==> src/rtl/psmac_pkg.sv <==
// Shared encodings for the partial-slice MAC accumulator: product sign modes,
// accumulator control states and the default accumulator width.
package psmac_pkg;

    localparam int ACC_W_DEF = 24;

    typedef enum logic [1:0] {
        SEL_UU = 2'b00,
        SEL_US = 2'b01,
        SEL_SU = 2'b10,
        SEL_SS = 2'b11
    } sel_e;

    typedef enum logic [1:0] {
        ST_IDLE  = 2'b00,
        ST_ACCUM = 2'b01,
        ST_DONE  = 2'b10
    } state_e;

endpackage

==> src/rtl/psmac_shext.sv <==
// Places a 4-bit slice product at its weight: extend to ACC_W according to the
// sign mode, then shift left by two bits per weight index.
module psmac_shext
    import psmac_pkg::*;
#(
    parameter int ACC_W = ACC_W_DEF
) (
    input  logic [3:0]       i_p,
    input  logic [1:0]       i_sel,
    input  logic [2:0]       i_k,
    output logic [ACC_W-1:0] o_val
);

    logic [ACC_W-1:0] w_ext;
    logic             w_fill;

    // Only an unsigned-by-unsigned product is non-negative by construction.
    assign w_fill = (i_sel == SEL_UU) ? 1'b0 : i_p[3];
    assign w_ext  = {{(ACC_W-4){w_fill}}, i_p};
    assign o_val  = w_ext << {i_k, 1'b0};

endmodule

==> src/rtl/psmac_acc.sv <==
// Accumulates weighted slice products into a two's-complement sum and hands the
// finished sum downstream with a valid/ready handshake.
module psmac_acc
    import psmac_pkg::*;
#(
    parameter int ACC_W = ACC_W_DEF
) (
    input  logic             clk,
    input  logic             rst_n,
    input  logic             in_valid,
    output logic             in_ready,
    input  logic [3:0]       in_p,
    input  logic [1:0]       in_sel,
    input  logic [2:0]       in_k,
    input  logic             in_last,
    output logic             out_valid,
    input  logic             out_ready,
    output logic [ACC_W-1:0] out_acc,
    output logic [4:0]       out_beats
);

    state_e           r_state;
    state_e           w_state_next;
    logic [ACC_W-1:0] r_acc;
    logic [ACC_W-1:0] w_acc_next;
    logic [ACC_W-1:0] w_beat_val;
    logic [4:0]       r_beats;
    logic [4:0]       w_beats_next;
    logic [4:0]       w_beats_inc;
    logic             w_done;
    logic             w_ready;
    logic             w_accept;

    psmac_shext #(
        .ACC_W (ACC_W)
    ) u_shext (
        .i_p   (in_p),
        .i_sel (in_sel),
        .i_k   (in_k),
        .o_val (w_beat_val)
    );

    assign w_done      = (r_state == ST_DONE);
    assign w_ready     = !w_done || out_ready;
    assign w_accept    = in_valid && w_ready;
    assign w_beats_inc = (r_beats == 5'd31) ? 5'd31 : r_beats + 5'd1;

    assign in_ready  = w_ready;
    assign out_valid = w_done;
    assign out_acc   = r_acc;
    assign out_beats = r_beats;

    always_comb begin
        w_state_next = r_state;
        w_acc_next   = r_acc;
        w_beats_next = r_beats;
        case (r_state)
            ST_IDLE, ST_ACCUM: begin
                if (w_accept) begin
                    w_acc_next   = r_acc + w_beat_val;
                    w_beats_next = w_beats_inc;
                    w_state_next = in_last ? ST_DONE : ST_ACCUM;
                end
            end
            ST_DONE: begin
                // A beat arriving while the result drains seeds the next sum.
                if (out_ready) begin
                    if (w_accept) begin
                        w_acc_next   = w_beat_val;
                        w_beats_next = 5'd1;
                        w_state_next = in_last ? ST_DONE : ST_ACCUM;
                    end else begin
                        w_acc_next   = '0;
                        w_beats_next = 5'd0;
                        w_state_next = ST_IDLE;
                    end
                end
            end
            default: begin
                w_acc_next   = '0;
                w_beats_next = 5'd0;
                w_state_next = ST_IDLE;
            end
        endcase
    end

    always_ff @(posedge clk) begin
        if (!rst_n) begin
            r_state <= ST_IDLE;
            r_acc   <= '0;
            r_beats <= 5'd0;
        end else begin
            r_state <= w_state_next;
            r_acc   <= w_acc_next;
            r_beats <= w_beats_next;
        end
    end

endmodule

==> config.mk <==
export PLATFORM = sky130hd
export DESIGN_NAME = psmac_acc
export DESIGN_NICKNAME = d
export VERILOG_FILES = /design/src/rtl/psmac_pkg.sv /design/src/rtl/psmac_shext.sv /design/src/rtl/psmac_acc.sv
export SDC_FILE = /design/constraint.sdc
export NUM_CORES = 1
export LEC_CHECK = 0
export ABC_AREA = 1
export CAP_MARGIN = 20
export CORE_MARGIN = 2
export CORE_UTILIZATION = 45
export DETAILED_ROUTE_END_ITERATION = 7
export GPL_ROUTABILITY_DRIVEN = 0
export PLACE_DENSITY = 0.67
export REMOVE_ABC_BUFFERS = 1
export SYNTH_ARGS = -nofsm -noshare
export SYNTH_HDL_FRONTEND = slang
export SYNTH_SLANG_ARGS = --single-unit
==> constraint.sdc <==
create_clock -name clk -period 5.5 [get_ports clk]
set_input_delay 1.1 -clock clk [delete_from_list [all_inputs] [get_ports clk]]
set_output_delay 1.1 -clock clk [all_outputs]
set_load 0.05 [all_outputs]
Word level (Yosys, flattened, before mapping)
Index checks and enable logic that the tools add are counted.
Storage, ports and cells
  flip-flop bits (word level): 31
  bits of input ports: 14
  output and inout bits: 31
  logic and storage cells: 33
Cells by class
  $add $sub $neg: 2
  equality and inequality tests: 5
  shift operators: 1
  mux-type cells: 15
  reductions and logical operators: 7
Operators by type and width (number)
  $mux 24: 3
  $pmux 24 s2: 1
  $add 24x24->24: 1
  $shl 24x4->24: 1
  $mux 5: 3
  $pmux 5 s2: 1
  $mux 2: 4
  $add 5x1->5 const B: 1
  $eq 5x5->1 const B: 1
  $logic_not 2->1: 2
  $ne 2x2->1 const B: 2
  $pmux 2 s2: 1
  $eq 2x1->1 const B: 1
  $eq 2x2->1 const B: 1
  $mux 1: 2
  $reduce_and 2->1: 1
  $reduce_or 2->1: 1
  $logic_and 1x1->1: 1
  $logic_not 1->1: 1
  $logic_or 1x1->1: 1

Depth between registers and ports, before layout
Gate-level depths: netlist of run 1.
  depth after elaboration: 7
  gate-level depth with buffers: 22

Modules after synthesis
Synthesis of run 1 repeated with hierarchy kept, for this count alone.
Unflattened totals
  cells, all modules: 651
  area, all modules: 3661.0 um2
Modules (own cells, without submodules)
  psmac_acc: instances 1, cells an instance 577, area each 3311.9 um2, sequential area each 620.6 um2
  psmac_shext: instances 1, cells an instance 74, area each 349.1 um2, sequential area each 0.0 um2

Worst setup path after synthesis of run 1
OpenSTA, ideal clock, no wires.
  path type: input-to-reg
  from: in in_sel[0]
  to: reg r_acc[22], in the netlist out_acc[22]
  library setup time: 0.132 ns
  data arrival time: 3.300 ns
  path slack: 2.068 ns
  cell stages on the path: 16
  buffers on the path: 0
  cells stage by stage: inv_1 > nand2_1 > nand2_1 > inv_1 > nor2_1 > a21oi_1 > ha_1 > a21oi_1 > o21a_1 > nor2_1 > a2111oi_0 > nand3_1 > nand3_1 > nand2_1 > nand2_1 > a21oi_2
On the way
  longest elaborated chain between the ends: 6
RTL lines
  from (decl): RTL line psmac_acc.sv:13  | input logic [1:0] in_sel,
  $logic_not 2->1 *: RTL line psmac_shext.sv:18  | assign w_fill = (i_sel == SEL_UU) ? 1'b0 : i_p[3];
  $mux 1 *: RTL line psmac_shext.sv:18
  $shl 24x4->24 *: RTL line psmac_shext.sv:20  | assign o_val = w_ext << {i_k, 1'b0};
  $add 24x24->24 / $mux 24 (equally long branches): RTL line psmac_acc.sv:60, psmac_acc.sv:68
  $mux 24, on equally long branches: RTL line psmac_acc.sv:59, psmac_acc.sv:67
  $pmux 24 s2 *: RTL line psmac_acc.sv:57  | case (r_state)
  to (signal assigned): RTL line psmac_acc.sv:94  | r_acc <= w_acc_next;
  to (decl): RTL line psmac_acc.sv:24  | logic [ACC_W-1:0] r_acc;
Mark *: on every way between the ends. The rest lies on a longest branch, timed or not. The select of a mux whose other input is x is not followed.
A chain may end at the register's enable or synchronous reset.

Final worst setup path of run 1
  from: in in_p[3]
  to: reg r_acc[22], in the netlist out_acc[22]
On the way
  longest elaborated chain between the ends: 5
RTL lines
  from (decl): RTL line psmac_acc.sv:12  | input logic [3:0] in_p,
  $mux 1: RTL line psmac_shext.sv:18
  $shl 24x4->24 *: RTL line psmac_shext.sv:20
  $add 24x24->24 / $mux 24 (equally long branches): RTL line psmac_acc.sv:60, psmac_acc.sv:68
  $mux 24, on equally long branches: RTL line psmac_acc.sv:59, psmac_acc.sv:67
  $pmux 24 s2 *: RTL line psmac_acc.sv:57
Marked as above.

==> out/results.ini, run 1 <==
[grt]
grt.overflow.total=0
grt_use_total=0.255
grt_start_max_net_pins=32
grt_pass1_vias=3619
grt_pass1_wl_um=17100
antenna_found_initial=0

[drt]
vias=3850
top_layer=met4
wl_per_cell_um=14.5
dr_wl_met2_um=4500
drc=0
routed_via_density=5.48
met1Wirelength_um=4840
ant_nets=0
met3WireLength_um=709
drtIter0Drc=273
wl_um=10200
dr.pass1.iters=5

[cts]
cts-resized-gates=0
post_cts_buffers=0
clk_pin_slew_ps=90
clock_latency_ps=300
root_buffer=clkbuf_8
htreeDepth=2
cts_tree=built
clockBufferDepth=2
cts.sinks=31
cts-hold-fix-buffers=0
cts-buffers-inserted=5

[layout]
fillers=766
area_growth_pct=18.4
nNetsFinal=636
design_area_sq_um=3960
diodes=0
drive_gt1_frac=0.0978

[floorplanning]
dieArea_sq_um=8140
core_sq_um=7210
rows=31
die_h_um=90.2
ioPinCount=45
initial_utilization=0.464
die_w_um=90.2

[yosys]
netlist.area_leader.share=0.209
synth_area_leaders=nand2_1 (21%), dfxtp_1 (19%), a21oi_1 (8.7%)
synth_top_family_by_area=simple AND/OR/NAND/NOR gates
synth_common_cells=nand2_1 (186), a21oi_1 (58), inv_1 (52)
synthMuxAreaShare=0.00299
yosysUniqueCellTypes=42
avgSynthCellArea_sq_um=5.92
yosys.area_share.simple=0.455
synth_edf_count=0
synth_seq_area_share=0.186
synth_ff_type=dfxtp_1
ys_async_sr_fraction=0
yosys.area_share.adder=0.0771
synthCells=565
synth_xor_area_frac=0.00786
synth-compound-area-share=0.179
ys_seq_elements=31
yosysTopAreaCell=nand2_1
synth_most_common_cell=nand2_1
synth_warnings=0
synth.cell_area_sq_um=3340

[sta]
setup_ws_ps=1400
final-hold-violation-count=0
relSlewSlack=0.452
fin_crit_sh=0.745
period_needed_ps=4100
fin_setup_tns_ps=0
tightestPinTransition_ps=817
max_freq_mhz=244
finalSetupViolations=0
finClkSkew_ps=16.9
rsz0062_at_grt=no
slew_violations=0

[worst_hold_path]
hold_class=flop to flop
hold_depth=2

[setup_path]
critPathRequiredTime_ps=5750
worstSetupPathType=input port to flop
slowest_stage=clkdlybuf4s50_1
cp-start-kind=input port
crit_family=simple AND/OR/NAND/NOR gates
crit_path_frequent_cell=nand2_1
path_cells=clkdlybuf4s50_1 > nand2_1 > inv_1 > nor2_1 > inv_1 > o21ai_0 > inv_1 > ha_1 > nand2_1 > nor2_1 > inv_1 > nor2_1 > nand3_1 > nand2_2 > nand2_1 > nand3_1 > nand3_1 > nand2_1 > nand2_1 > a21oi_2
critical_path_arrival_ps=4340
critical_path_depth=20
setup.worst_path.end_class=flop
rr_worst_depth=8
cp_slowest_stage_delay_ps=490
cp_max_fo=8
critical_path_buf_inv_count=5

[placed_design]
dp_slack_ps=1100
dp_hpwl_um=7630
port_buffers=44
place_area_sq_um=3840

[job]
maxCapViolCount=0

[power]
finalPower_uw=961
p_per_area_nw_per_um2=243
ir_drop_mv=0.169
leakage_nw=1.81

[outcome]
status=completed

[cell families (layout without fill, tap and decap cells)]
| group | Yosys count | count (layout) |
|---|---|---|
| flops | 31 | 31 |
| mux | 1 | 1 |
| xor+xnor | 3 | 3 |
| simple gates | 326 | 326 |
| fa+ha+maj | 20 | 20 |
| buf+inv | 77 | 115 |
| compound gates | 107 | 107 |
[report_power, final]
part,total [mW],internal (mW),switching (mW),leakage (nW)
Sequential,0.274,0.247,0.0263,0.254
Combinational,0.466,0.156,0.310,1.51
Clock,0.221,0.114,0.107,0.0505
Total,0.961,0.517,0.444,1.81
[registers in the layout (all words and copies together) (netlist names)]
signal,count
out_beats,5
out_acc,24
r_state,2
[final timing paths]
check / from / to / slack, ps
worst max register to register: r_state[1]$_SDFFE_PN0P_ / out_beats[0]$_SDFFE_PN0P_ / 1990
worst min register to register: r_state[0]$_SDFFE_PN0P_ / r_state[0]$_SDFFE_PN0P_ / 480
worst min-delay path: r_state[0]$_SDFFE_PN0P_ / r_state[0]$_SDFFE_PN0P_ / 480
worst max-delay path: in_p[3] / out_acc[22]$_SDFFE_PN0P_ / 1400
[routing by layer]
| layer | up-vias | track usage |
|---|---|---|
| met2 | 160 | 0.415 |
| met1 | 1727 | 0.355 |
| met4 | 0 | 0.0654 |
| li1 | 1947 | - |
| met3 | 16 | 0.0360 |
| met5 | - | 0 |
[worst register-to-register path, cell delays in order (launching register included)]
cell,delay (ps)
dfxtp_1,700
inv_1,560
nor2_1,330
nand2_1,140
o21ai_2,70
buf_4,350
clkinv_1,760
o21ai_0,410
a31oi_1,60
[stage by stage]
step	instances	hold WS, ps	util
final	702	484	0.549
after global routing	702	512	0.549
after CTS	701	486	0.547
after detailed placement	693	475	0.532
after global placement	693	470	0.532
after floorplan	549	459	-
[cell usage in the layout (no fill, tap or decap), drive strengths merged, types with 3 or more instances in the layout]
master / instances
nand3: 53
o21bai: 4
dfxtp: 31
clkdlybuf4s50: 44
o22ai: 7
nand2: 203
xor2: 3
inv: 60
clkbuf: 7
o21a: 3
nor3: 5
ha: 19
a21oi: 60
nor2: 47
nand4: 14
o21ai: 26
[layout make-up]
| cell class | count | area, sq um | area share |
|---|---|---|---|
| clock inverter | 1 | 7.51 | 0.00190 |
| inverter | 61 | 229 | 0.0578 |
| multi-input combinational | 457 | 2420 | 0.611 |
| timing repair buffer | 46 | 463 | 0.117 |
| tap | 99 | 124 | 0.0313 |
| sequential | 31 | 621 | 0.157 |
| clock buffer | 7 | 96.3 | 0.0243 |
Power figures use the tool's default switching activity.
==> inputs of run 2 (changes only) <==
--- a/config.mk
+++ b/config.mk
@@ -11,7 +11,7 @@
 export CORE_UTILIZATION = 45
 export DETAILED_ROUTE_END_ITERATION = 7
 export GPL_ROUTABILITY_DRIVEN = 0
-export PLACE_DENSITY = 0.67
+export PLACE_DENSITY = 0.7
 export REMOVE_ABC_BUFFERS = 1
 export SYNTH_ARGS = -nofsm -noshare
 export SYNTH_HDL_FRONTEND = slang
==> constraint.sdc (replaced) <==
create_clock -name clk -period 3.35 [get_ports clk]
set_input_delay 0.67 -clock clk [delete_from_list [all_inputs] [get_ports clk]]
set_output_delay 0.67 -clock clk [all_outputs]
set_load 0.05 [all_outputs]
==> out/results.ini, run 2 (same netlist as run 1, synthesis figures left out) <==
[drt]
dr.pass1.iters=5  ; unchanged
vias=4160  ; +8.1%
wl_um=10800  ; +5.6%
wl_per_cell_um=14.1  ; -3.0%
drtIter0Drc=267  ; -2.2%
ant_nets=0  ; unchanged
routed_via_density=5.45  ; -0.72%
drc=0  ; unchanged

[placed_design]
place_area_sq_um=4300  ; +12%
dp.cells=754  ; +8.8%
dp_hpwl_um=8170  ; +7.1%
port_buffers=44  ; unchanged
dp_slack_ps=-317  ; -1420 ps

[sta]
max_freq_mhz=316
finalSetupViolations=0  ; unchanged
slew_violations=0  ; unchanged
tightestPinTransition_ps=678  ; -139 ps
relSlewSlack=0.545  ; +0.0931
finClkSkew_ps=20.7  ; +3.85 ps
period_needed_ps=3160
fin_crit_sh=0.944
setup_ws_ps=187  ; -1210 ps
final-hold-violation-count=0  ; unchanged

[power]
finalPower_mw=1.76  ; +84%
p_per_area_nw_per_um2=389  ; +60%
ir_drop_mv=0.275  ; +62%
leakage_nw=2.14  ; +18%

[grt]
grt_use_total=0.266  ; +0.0103
grt_start_max_net_pins=31  ; -3.1%
grt_pass1_vias=3996  ; +10%
grt_pass1_wl_um=18000  ; +5.1%
antenna_found_initial=0  ; unchanged
grt.overflow.total=0  ; unchanged

[floorplanning]
rows=31  ; unchanged
die_w_um=90.2  ; unchanged
ioPinCount=45  ; unchanged
core_sq_um=7210  ; unchanged
dieArea_sq_um=8140  ; unchanged
initial_utilization=0.464  ; unchanged
die_h_um=90.2  ; unchanged

[setup_path]
critical_path_arrival_ps=3410  ; -930 ps
cp-start-kind=input port
setup.worst_path.end_class=flop
slowest_stage=clkdlybuf4s50_1
critPathRequiredTime_ps=3600  ; -2150 ps
cp_slowest_stage_delay_ps=470  ; -20 ps
rr_worst_depth=8  ; unchanged
path_cells=clkdlybuf4s50_1 > inv_1 > nand2_1 > nand2_2 > inv_2 > nor2_4 > buf_4 > a21oi_1 > ha_1 > nand2_1 > inv_1 > a21oi_2 > nand3_2 > nand2_1 > nand2_1 > nand2_1 > nand3_1 > nand2_1 > nand2_1 > a21oi_1
critical_path_depth=20  ; unchanged
crit_family=simple AND/OR/NAND/NOR gates
critical_path_buf_inv_count=5  ; unchanged
worstSetupPathType=input port to flop
cp_max_fo=5  ; -3
crit_path_frequent_cell=nand2_1

[worst_hold_path]
hold_depth=2  ; unchanged
hold_class=flop to flop

[cts]
htreeDepth=2  ; unchanged
cts_tree=built
clockBufferDepth=2  ; unchanged
cts.sinks=31  ; unchanged
cts-buffers-inserted=5  ; unchanged
cts-hold-fix-buffers=0  ; unchanged
root_buffer=clkbuf_8
clock_latency_ps=310  ; about the same
clk_pin_slew_ps=90  ; about the same

[layout]
nNetsFinal=698  ; +9.7%
design_area_sq_um=4530  ; +14%
area_growth_pct=35.5
fillers=684  ; -11%
fin_cells=764  ; +8.8%
fin_util=0.628  ; +0.0791
drive_gt1_frac=0.217  ; +0.119
layout_common_cells=nand2_1 (184), buf_4 (64), inv_1 (51)
largest_reg_flops=24  ; unchanged
diodes=0  ; unchanged
final_common_cell=nand2_1

[job]
maxCapViolCount=0  ; unchanged

[outcome]
status=completed

## run 2: metal layers
| metal | GRT usage | part of all wire | routed length, um | vias to the layer above |
|---|---|---|---|---|
| met5 | 0 | 0 | 0 | - |
| met2 | 0.435 | 0.45 | 4830 | 171 |
| met3 | 0.0444 | 0.068 | 734 | 27 |
| met1 | 0.351 | 0.46 | 4920 | 1888 |
| li1 | - | - | - | 2074 |
| met4 | 0.0962 | 0.025 | 269 | 0 |
## run 2: per-stage QoR
| step | setup TNS [ps] | hold slack, ps |
|---|---|---|
| finish | 0 | 488 |
| global route | -63.7 | 509 |
| CTS | 0 | 491 |
| detailed placement | -2850 | 477 |
| global placement | -1900 | 470 |
| floorplan | -24960 | 459 |
## run 2: repair_timing
item	CTS	global route
endpoints found under the setup margin	1	14
gates resized for setup	1	27
setup buffers	0	2
cloned	0	0
pin swaps	0	2
## run 2: worst paths after layout
check	start	end	slack [ps]
worst max-delay path	in_sel[0]	out_acc[19]$_SDFFE_PN0P_	190
worst min-delay path	out_acc[16]$_SDFFE_PN0P_	out_acc[16]$_SDFFE_PN0P_	490
worst max register to register	r_state[1]$_SDFFE_PN0P_	out_acc[8]$_SDFFE_PN0P_	940
worst min register to register	out_acc[16]$_SDFFE_PN0P_	out_acc[16]$_SDFFE_PN0P_	490
## run 2: cell type report
class | count | area, sq um | share of cell area
multi-input combinational | 457 | 2520 | 0.555
tap | 99 | 124 | 0.0273
sequential | 31 | 621 | 0.137
inverter | 61 | 229 | 0.0505
timing repair buffer | 108 | 923 | 0.204
clock buffer | 6 | 82.6 | 0.0182
clock inverter | 2 | 35.0 | 0.00773
## run 2: power breakdown
| group | total (mW) | internal (mW) | switching, mW |
|---|---|---|---|
| logic | 0.900 | 0.349 | 0.551 |
| clock network | 0.417 | 0.241 | 0.176 |
| registers | 0.447 | 0.406 | 0.0410 |
| total | 1.76 | 0.996 | 0.768 |
## run 2: worst register-to-register path, stage by stage (launching register included)
cell and delay (ps):
dfxtp_1 680, inv_1 120, nor2_1 190, nand2_1 130, o21ai_2 80, clkinv_1 560, buf_4 410, nand2_1 80
a21oi_1 60
